[src/rtl/fuzz_pkg.sv]
// rtl/fuzz_pkg.sv - shared address map, fuzz FSM state encoding and helpers
package fuzz_pkg;

    localparam logic [31:0] TRAFFIC_START           = 32'h3000_0000;
    localparam logic [31:0] TRAFFIC_END             = 32'h3000_003C;
    localparam logic [31:0] TRIGGER_BASE            = 32'h3001_0000;
    localparam logic [31:0] TRIGGER_ACK_ADDR        = 32'h3001_0100;
    localparam logic [31:0] TRIGGER_ACK_DATA        = 32'h600D_ACC1;
    localparam logic [31:0] FUZZ_ACK_ADDR           = 32'h3002_0000;
    localparam logic [31:0] ANOMALY_INDICATION_ADDR = 32'h3002_0004;
    localparam logic [31:0] ANOMALY_INDICATION_DATA = 32'hDEAD_BEEF;
    localparam logic [31:0] ANOMALY_DATA_ADDR       = 32'h3002_0008;

    localparam int BUFFER_DEPTH = int'((TRAFFIC_END - TRAFFIC_START) / 4) + 1;
    localparam int IDX_W        = $clog2(BUFFER_DEPTH);

    // Encoding is visible to software through slave reads, so keep it fixed.
    typedef enum logic [2:0] {
        IDLE          = 3'd0,
        TRIG_WRITE    = 3'd1,
        TRIG_ACK_READ = 3'd2,
        MONITOR_READ  = 3'd3,
        WAIT_SAT      = 3'd4,
        TRANSMIT      = 3'd5,
        ANOMALY_WAIT  = 3'd6
    } fuzz_state_t;

    // Byte address of buffer word idx inside the traffic window.
    function automatic logic [31:0] traffic_addr(input logic [IDX_W-1:0] idx);
        return TRAFFIC_START + 32'({idx, 2'b00});
    endfunction

endpackage

[src/rtl/fuzz_fsm.sv]
// rtl/fuzz_fsm.sv - fuzz session sequencer driving the Wishbone master port
module fuzz_fsm
    import fuzz_pkg::*;
#(
    parameter int ADDR_WIDTH        = 32,
    parameter int DATA_WIDTH        = 32,
    parameter int IP_NUM            = 4,
    parameter int IP_SELECTOR_WIDTH = 2
) (
    input  logic                         clk,
    input  logic                         rst,
    // session control
    input  logic [1:0]                   mode_selector,
    input  logic [IP_SELECTOR_WIDTH-1:0] ip_selector,
    // flags latched by the slave side, and their consume strobes
    input  logic                         fuzz_ack,
    input  logic                         anomaly,
    input  logic                         anomaly_data_wr,
    output logic                         fuzz_ack_clr,
    output logic                         anomaly_clr,
    output logic [2:0]                   state,
    // capture buffer access
    output logic                         buf_wr_en,
    output logic [IDX_W-1:0]             buf_wr_idx,
    output logic [IDX_W-1:0]             buf_rd_idx,
    input  logic [DATA_WIDTH-1:0]        buf_rd_data,
    // Wishbone master
    output logic                         wbm_cyc_o,
    output logic                         wbm_stb_o,
    output logic                         wbm_we_o,
    output logic [ADDR_WIDTH-1:0]        wbm_adr_o,
    output logic [DATA_WIDTH-1:0]        wbm_dat_o,
    output logic [DATA_WIDTH/8-1:0]      wbm_sel_o,
    output logic [2:0]                   wbm_cti_o,
    output logic [1:0]                   wbm_bte_o,
    input  logic [DATA_WIDTH-1:0]        wbm_dat_i,
    input  logic                         wbm_ack_i
);

    localparam logic [IDX_W-1:0] LAST_IDX = IDX_W'(BUFFER_DEPTH - 1);

    fuzz_state_t                  state_r, state_n;
    logic [IDX_W-1:0]             idx_r, idx_n;
    logic                         session_done_r, session_done_n;
    logic                         stb_r, stb_n;
    logic                         we_r, we_n;
    logic [ADDR_WIDTH-1:0]        adr_r, adr_n;
    logic [DATA_WIDTH-1:0]        dat_r, dat_n;
    logic                         xfer_done;
    logic [IP_SELECTOR_WIDTH-1:0] ip_eff;
    logic [ADDR_WIDTH-1:0]        trig_adr;

    assign ip_eff   = (int'(ip_selector) < IP_NUM) ? ip_selector : '0;
    assign trig_adr = ADDR_WIDTH'(TRIGGER_BASE + 32'({ip_eff, 2'b00}));

    // A transfer completes on any posedge where our strobe meets an ack.
    assign xfer_done = stb_r & wbm_ack_i;

    // The word sent next in TRANSMIT is fetched one index ahead so it can be
    // loaded onto wbm_dat_o in the same cycle the previous write is acked.
    assign buf_rd_idx = (state_r == TRANSMIT) ? idx_r + IDX_W'(1) : '0;
    assign buf_wr_idx = idx_r;

    always_ff @(posedge clk) begin
        if (rst) begin
            state_r        <= IDLE;
            idx_r          <= '0;
            session_done_r <= 1'b0;
            stb_r          <= 1'b0;
            we_r           <= 1'b0;
            adr_r          <= '0;
            dat_r          <= '0;
        end else begin
            state_r        <= state_n;
            idx_r          <= idx_n;
            session_done_r <= session_done_n;
            stb_r          <= stb_n;
            we_r           <= we_n;
            adr_r          <= adr_n;
            dat_r          <= dat_n;
        end
    end

    always_comb begin
        state_n        = state_r;
        idx_n          = idx_r;
        session_done_n = session_done_r;
        stb_n          = stb_r;
        we_n           = we_r;
        adr_n          = adr_r;
        dat_n          = dat_r;
        fuzz_ack_clr   = 1'b0;
        anomaly_clr    = 1'b0;
        buf_wr_en      = 1'b0;

        case (state_r)
            IDLE: begin
                if (mode_selector != 2'b00 && !session_done_r) begin
                    state_n = TRIG_WRITE;
                    stb_n   = 1'b1;
                    we_n    = 1'b1;
                    adr_n   = trig_adr;
                    dat_n   = DATA_WIDTH'(mode_selector);
                end
            end
            TRIG_WRITE: begin
                if (xfer_done) begin
                    state_n = TRIG_ACK_READ;
                    we_n    = 1'b0;
                    adr_n   = ADDR_WIDTH'(TRIGGER_ACK_ADDR);
                end
            end
            TRIG_ACK_READ: begin
                // Wrong data leaves stb high on the same address: a re-read.
                if (xfer_done && wbm_dat_i == DATA_WIDTH'(TRIGGER_ACK_DATA)) begin
                    state_n = MONITOR_READ;
                    idx_n   = '0;
                    adr_n   = ADDR_WIDTH'(traffic_addr('0));
                end
            end
            MONITOR_READ: begin
                if (xfer_done) begin
                    buf_wr_en = 1'b1;
                    if (idx_r == LAST_IDX) begin
                        state_n = WAIT_SAT;
                        stb_n   = 1'b0;
                    end else begin
                        idx_n = idx_r + IDX_W'(1);
                        adr_n = ADDR_WIDTH'(traffic_addr(idx_r + IDX_W'(1)));
                    end
                end
            end
            WAIT_SAT: begin
                if (anomaly) begin
                    state_n     = ANOMALY_WAIT;
                    anomaly_clr = 1'b1;
                end else if (fuzz_ack) begin
                    state_n      = TRANSMIT;
                    fuzz_ack_clr = 1'b1;
                    idx_n        = '0;
                    stb_n        = 1'b1;
                    we_n         = 1'b1;
                    adr_n        = ADDR_WIDTH'(traffic_addr('0));
                    dat_n        = buf_rd_data;
                end
            end
            TRANSMIT: begin
                if (xfer_done) begin
                    if (idx_r == LAST_IDX) begin
                        state_n = IDLE;
                        stb_n   = 1'b0;
                        we_n    = 1'b0;
                    end else begin
                        idx_n = idx_r + IDX_W'(1);
                        adr_n = ADDR_WIDTH'(traffic_addr(idx_r + IDX_W'(1)));
                        dat_n = buf_rd_data;
                    end
                end
            end
            ANOMALY_WAIT: begin
                if (anomaly_data_wr) begin
                    state_n = IDLE;
                end
            end
            default: begin
                state_n = IDLE;
                stb_n   = 1'b0;
                we_n    = 1'b0;
            end
        endcase

        // One session per mode selection: re-arming needs mode 00 first.
        if (state_n == IDLE && state_r != IDLE) begin
            session_done_n = 1'b1;
        end
        if (mode_selector == 2'b00) begin
            session_done_n = 1'b0;
        end
    end

    assign state     = state_r;
    assign wbm_cyc_o = stb_r;
    assign wbm_stb_o = stb_r;
    assign wbm_we_o  = we_r;
    assign wbm_adr_o = adr_r;
    assign wbm_dat_o = dat_r;
    assign wbm_sel_o = '1;
    assign wbm_cti_o = 3'b000;
    assign wbm_bte_o = 2'b00;

endmodule

[src/rtl/central_top.sv]
// rtl/central_top.sv - fuzz controller top: slave decode, flags, capture buffer
module central_top
    import fuzz_pkg::*;
#(
    parameter int ADDR_WIDTH        = 32,
    parameter int DATA_WIDTH        = 32,
    parameter int EXT_RW_WIDTH      = 32,
    parameter int IP_NUM            = 4,
    parameter int IP_SELECTOR_WIDTH = 2,
    parameter int TRAFFIC_N         = 2
) (
    input  logic                         clk,
    input  logic                         rst,
    // session control and anomaly result
    input  logic [1:0]                   mode_selector,
    input  logic [IP_SELECTOR_WIDTH-1:0] ip_selector,
    output logic [EXT_RW_WIDTH-1:0]      corner_case_payload,
    // Wishbone slave
    input  logic                         wbs_cyc_i,
    input  logic                         wbs_stb_i,
    input  logic                         wbs_we_i,
    input  logic [ADDR_WIDTH-1:0]        wbs_adr_i,
    input  logic [DATA_WIDTH-1:0]        wbs_dat_i,
    input  logic [DATA_WIDTH/8-1:0]      wbs_sel_i,
    input  logic [2:0]                   wbs_cti_i,
    input  logic [1:0]                   wbs_bte_i,
    output logic [DATA_WIDTH-1:0]        wbs_dat_o,
    output logic                         wbs_ack_o,
    // Wishbone master
    output logic                         wbm_cyc_o,
    output logic                         wbm_stb_o,
    output logic                         wbm_we_o,
    output logic [ADDR_WIDTH-1:0]        wbm_adr_o,
    output logic [DATA_WIDTH-1:0]        wbm_dat_o,
    output logic [DATA_WIDTH/8-1:0]      wbm_sel_o,
    output logic [2:0]                   wbm_cti_o,
    output logic [1:0]                   wbm_bte_o,
    input  logic [DATA_WIDTH-1:0]        wbm_dat_i,
    input  logic                         wbm_ack_i
);

    logic [DATA_WIDTH-1:0] buffer [BUFFER_DEPTH];

    logic                  wbs_req;
    logic                  wbs_wr;
    logic                  fuzz_ack_r;
    logic                  anomaly_r;
    logic                  fuzz_ack_set;
    logic                  anomaly_set;
    logic                  anomaly_data_wr;
    logic                  fuzz_ack_clr;
    logic                  anomaly_clr;
    logic [2:0]            fsm_state;
    logic                  buf_wr_en;
    logic [IDX_W-1:0]      buf_wr_idx;
    logic [IDX_W-1:0]      buf_rd_idx;
    logic [DATA_WIDTH-1:0] buf_rd_data;
    logic                  unused_ok;

    assign unused_ok = ^{wbs_sel_i, wbs_cti_i, wbs_bte_i, (TRAFFIC_N != 2)};

    assign wbs_req = wbs_cyc_i & wbs_stb_i;
    // Writes take effect only on the single cycle ack is high.
    assign wbs_wr  = wbs_ack_o & wbs_req & wbs_we_i;

    assign fuzz_ack_set    = wbs_wr && wbs_adr_i == ADDR_WIDTH'(FUZZ_ACK_ADDR);
    assign anomaly_set     = wbs_wr && wbs_adr_i == ADDR_WIDTH'(ANOMALY_INDICATION_ADDR)
                             && wbs_dat_i == DATA_WIDTH'(ANOMALY_INDICATION_DATA);
    assign anomaly_data_wr = wbs_wr && wbs_adr_i == ADDR_WIDTH'(ANOMALY_DATA_ADDR);

    always_ff @(posedge clk) begin
        if (rst) begin
            wbs_ack_o <= 1'b0;
            wbs_dat_o <= '0;
        end else begin
            wbs_ack_o <= wbs_req & ~wbs_ack_o;
            if (wbs_req & ~wbs_ack_o) begin
                wbs_dat_o <= {{(DATA_WIDTH-3){1'b0}}, fsm_state};
            end
        end
    end

    // A fresh write wins over a same-cycle consume so no request is lost.
    always_ff @(posedge clk) begin
        if (rst) begin
            fuzz_ack_r <= 1'b0;
            anomaly_r  <= 1'b0;
        end else begin
            fuzz_ack_r <= fuzz_ack_set | (fuzz_ack_r & ~fuzz_ack_clr);
            anomaly_r  <= anomaly_set  | (anomaly_r  & ~anomaly_clr);
        end
    end

    always_ff @(posedge clk) begin
        if (rst) begin
            corner_case_payload <= '0;
        end else if (anomaly_data_wr && fsm_state == ANOMALY_WAIT) begin
            corner_case_payload <= wbs_dat_i[EXT_RW_WIDTH-1:0];
        end
    end

    always_ff @(posedge clk) begin
        if (buf_wr_en) begin
            buffer[buf_wr_idx] <= wbm_dat_i;
        end
    end

    assign buf_rd_data = buffer[buf_rd_idx];

    fuzz_fsm #(
        .ADDR_WIDTH        (ADDR_WIDTH),
        .DATA_WIDTH        (DATA_WIDTH),
        .IP_NUM            (IP_NUM),
        .IP_SELECTOR_WIDTH (IP_SELECTOR_WIDTH)
    ) fuzz_fsm (
        .clk             (clk),
        .rst             (rst),
        .mode_selector   (mode_selector),
        .ip_selector     (ip_selector),
        .fuzz_ack        (fuzz_ack_r),
        .anomaly         (anomaly_r),
        .anomaly_data_wr (anomaly_data_wr),
        .fuzz_ack_clr    (fuzz_ack_clr),
        .anomaly_clr     (anomaly_clr),
        .state           (fsm_state),
        .buf_wr_en       (buf_wr_en),
        .buf_wr_idx      (buf_wr_idx),
        .buf_rd_idx      (buf_rd_idx),
        .buf_rd_data     (buf_rd_data),
        .wbm_cyc_o       (wbm_cyc_o),
        .wbm_stb_o       (wbm_stb_o),
        .wbm_we_o        (wbm_we_o),
        .wbm_adr_o       (wbm_adr_o),
        .wbm_dat_o       (wbm_dat_o),
        .wbm_sel_o       (wbm_sel_o),
        .wbm_cti_o       (wbm_cti_o),
        .wbm_bte_o       (wbm_bte_o),
        .wbm_dat_i       (wbm_dat_i),
        .wbm_ack_i       (wbm_ack_i)
    );

endmodule

[config.mk]
export PLATFORM = sky130hd
export DESIGN_NAME = central_top
export DESIGN_NICKNAME = d
export VERILOG_FILES = /design/src/rtl/fuzz_pkg.sv /design/src/rtl/fuzz_fsm.sv /design/src/rtl/central_top.sv
export SDC_FILE = /design/constraint.sdc
export NUM_CORES = 1
export LEC_CHECK = 0
export CORE_MARGIN = 4
export CORE_UTILIZATION = 25
export CTS_BUF_LIST = sky130_fd_sc_hd__clkbuf_8
export CTS_CLUSTER_SIZE = 20
export DETAILED_ROUTE_END_ITERATION = 8
export PLACE_DENSITY_LB_ADDON = 0.15
export RECOVER_POWER = 25
export SKIP_CTS_REPAIR_TIMING = 1
export SLEW_MARGIN = 20
export SYNTH_ARGS = -nofsm -noshare
export SYNTH_HDL_FRONTEND = slang
export SYNTH_SLANG_ARGS = --single-unit
[constraint.sdc]
create_clock -name clk -period 4.3 [get_ports clk]
set_input_delay 0.43 -clock clk [delete_from_list [all_inputs] [get_ports clk]]
set_output_delay 0.43 -clock clk [all_outputs]
set_load 0.02 [all_outputs]
==> load_flow_metrics.sql <==
INSERT INTO impl_metrics (metric_group, metric, value, unit) VALUES
('clock_network', 'master_cell_of_the_clock_root_buffer', 'clkbuf_8', ''),
('worst_setup_path', 'r2r_end', 'fuzz_fsm.wbm_dat_o[29]$_SDFFE_PP0P_', ''),
('timing', 'max_slew_margin', '24.0', '%'),
('worst_setup_path', 'critical_path.max_fanout', '17', ''),
('logic_synthesis', 'synth_simple_gate_area_share', '6.70', '%'),
('logic_synthesis', 'synth_top_area_share', '61.5', '%'),
('timing', 'worst_hold_slack', '368', 'ps'),
('timing', 'fin_worst_skew', '68.6', 'ps'),
('timing', 'layout_worst_path_cycle_share', '79.5', '%'),
('worst_setup_path', 'worst_reg2reg_startpoint', 'fuzz_fsm.buf_wr_idx[2]$_SDFFE_PP0P_', ''),
('timing', 'timing_max_transition_violations_final', '0', ''),
('placed_design', 'dp_hpwl', '46.6', 'mm'),
('cells_and_area', 'layout-drive-gt1-share', '14.5', '%'),
('timing', 'final_period_minus_worst_setup_slack', '3420', 'ps'),
('clock_network', 'clk-insertion-delay-late', '740', 'ps'),
('routing', 'routed_wirelength', '82.7', 'mm'),
('floorplan', 'fp.dieArea', '0.105', 'mm²'),
('timing', 'rsz0062_at_grt', 'false', ''),
('logic_synthesis', 'synth_xor_area_share', '0.200', '%'),
('worst_setup_path', 'path_class', 'in -> reg', ''),
('logic_synthesis', 'number_of_enable_flip_flop_cells_after_synthesis', '512', ''),
('worst_setup_path', 'crit_path_start_kind', 'input pin', ''),
('clock_network', 'htreeDepth', '3', ''),
('timing', 'fin_setup_tns', '0', 'ps'),
('run_status', 'outcome', 'finished, final reports clean', ''),
('worst_setup_path', 'worst_setup_path_endpoint', 'fuzz_fsm.buf_wr_idx[3]$_SDFFE_PP0P_', ''),
('placed_design', 'place_inst', '3227', ''),
('timing', 'finalSetupViolations', '0', ''),
('clock_network', 'numCtsBuffers', '107', ''),
('global_route', 'grt_start_max_net_pins', '120', ''),
('pwr', 'ir_drop', '189', 'µV'),
('worst_setup_path', 'ff2ff_path_depth', '8', ''),
('worst_setup_path', 'worstSetupEndpointType', 'register', ''),
('clock_network', 'cts_tree', 'done', ''),
('cells_and_area', 'layoutNonFillerInstCount', '3431', ''),
('logic_synthesis', 'synth_seq_cells', '599', ''),
('pwr', 'power.leakage', '10.1', 'nW'),
('worst_setup_path', 'timing.critical_path.from', 'wbm_dat_i[5]', ''),
('routing', 'detail_route.first_pass.iterations', '5', ''),
('pwr', 'power_per_unit_of_standard_cell_area', '396', 'mW/mm²'),
('logic_synthesis', 'synth_area_leaders', 'edfxtp_1 61%, dfxtp_1 7.0%, mux2i_1 4.2%', ''),
('placed_design', 'buffer_ports.inserted', '184', ''),
('logic_synthesis', 'area_fraction_in_compound_gates_after_synthesis', '13.2', '%'),
('routing', 'wl_per_cell', '24.1', 'µm'),
('floorplan', 'fp.dieW', '324', 'µm'),
('global_route', 'vias_in_the_first_global_route', '17022', ''),
('clock_network', 'clockBufferDepth', '3', ''),
('logic_synthesis', 'post_synth.cell_area_avg', '13.9', 'µm²'),
('logic_synthesis', 'synth.mux.area_fraction', '6.86', '%'),
('floorplan', 'die-height', '324', 'µm'),
('routing', 'drc', '0', ''),
('logic_synthesis', 'synth_most_common_cell', 'edfxtp_1', ''),
('logic_synthesis', 'post_synth_arst_share', '0', '%'),
('floorplan', 'floorplan.core_area', '0.0989', 'mm²'),
('routing', 'dr_vias_cell', '4.79', ''),
('worst_setup_path', 'rrSetupSlack', '1070', 'ps'),
('logic_synthesis', 'synth_fa_ha_area_share', '0.200', '%'),
('timing', 'highest_clock_rate', '0.293', 'GHz'),
('logic_synthesis', 'synth_top_family_by_area', 'compound AO/OA/AOI/OAI gates', ''),
('routing', 'vias_post_dr', '16420', ''),
('cells_and_area', 'number_of_nets_in_the_layout', '2168', ''),
('logic_synthesis', 'ys_seq_area_share', '68.4', '%'),
('min_path', 'hold_path.class', 'in -> reg', ''),
('timing', 'worstMarginPinSlew', '1120', 'ps'),
('min_path', 'worst_hold_startpoint', 'wbs_dat_i[23]', ''),
('clock_network', 'clkSlewWorstSetupHoldPaths', '50', 'ps'),
('floorplan', 'floorplan.initialDensity', '25.3', '%'),
('logic_synthesis', 'synth_area_leader_cell', 'edfxtp_1', ''),
('routing', 'ant_nets', '0', ''),
('logic_synthesis', 'synthesis.area', '0.0250', 'mm²'),
('run', 'drv.max_cap_violation_count', '0', '');
[worst min path at each step]
stage | endpoint | slack (ps) | depth (start not counted)
after floorplan | fuzz_fsm.session_done_r$_SDFFE_PP0P_ | 440 | 1
after global placement | fuzz_fsm.wbm_dat_o[27]$_SDFFE_PP0P_ | 440 | 2
after detailed placement | fuzz_fsm.wbm_dat_o[5]$_SDFFE_PP0P_ | 440 | 2
after CTS | corner_case_payload[23]$_SDFFE_PP0P_ | 290 | 3
after global routing | corner_case_payload[31]$_SDFFE_PP0P_ | 350 | 3
final | corner_case_payload[23]$_SDFFE_PP0P_ | 370 | 3
[critical path, stage by stage]
cell             delay [ps]
clkdlybuf4s50_1         770
nor4bb_1               1080
buf_4                   250
nand4_1                 250
o41ai_2                 680
nand2_4                 190
o21ai_0                 200
a21oi_1                  80
[routing by layer]
layer	share of wire (%)	GRT usage (%)
met1	44	19.8
met2	49	26.4
met3	4.7	2.33
met4	2.2	4.50
met5	0	0
[per-stage QoR]
stage	worst slack [ps]	util, %	power, mW	instance area (µm²)
floorplan	403	-	6.90	25200
detailed placement	324	29.0	7.26	28600
global placement	274	29.0	7.25	28600
finish	883	30.9	12.1	30600
global route	854	30.9	12.7	30600
CTS	1050	31.0	12.3	30600
[state kept, by name, summed over array words and instances (netlist names)]
name,cells
fuzz_fsm.session_done_r,1
buffer,512
wbs_ack_o,1
fuzz_fsm.buf_wr_idx,4
fuzz_fsm.wbm_cyc_o,1
fuzz_ack_r,1
wbs_dat_o,3
fuzz_fsm.wbm_dat_o,32
fuzz_fsm.wbm_we_o,1
fuzz_fsm.state,3
fuzz_fsm.wbm_adr_o,7
anomaly_r,1
corner_case_payload,32
[layout make-up]
type | count | area (µm²)
antenna | 2 | 5.00
clock buffer | 115 | 1580
sequential | 599 | 17100
multi-input combinational | 1063 | 7200
inverter | 3 | 13.8
clock inverter | 87 | 427
fill | 9870 | 68300
timing repair buffer | 275 | 2590
tap | 1287 | 1610
[cells by family after synthesis]
logic type | Yosys count
flops | 599
other cells | 2
simple gates | 327
xor+xnor | 4
compound gates | 504
buf+inv | 195
fa+ha+maj | 4
mux | 162
[layout by cell type (no fill, tap or decap), drive strengths merged, types with 7 or more instances in the layout]
cell type	count
a211oi	92
a21o	31
a21oi	133
a32oi	27
buf	72
clkbuf	135
clkdlybuf4s50	162
clkinv	29
conb	62
dfxtp	87
dlygate4sd3	21
edfxtp	512
inv	59
mux2	56
mux2i	104
nand2	67
nand2b	10
nand3	13
nand4	7
nor2	112
nor2b	10
nor3	7
nor4	38
o211a	27
o21ai	99
o22ai	56
or3	30
[power by group]
group	switching, mW	internal [mW]
clock network	2.45	2.55
logic	0.484	0.272
registers	0.0296	6.33
No activity file was read; power rests on OpenSTA's default activity.
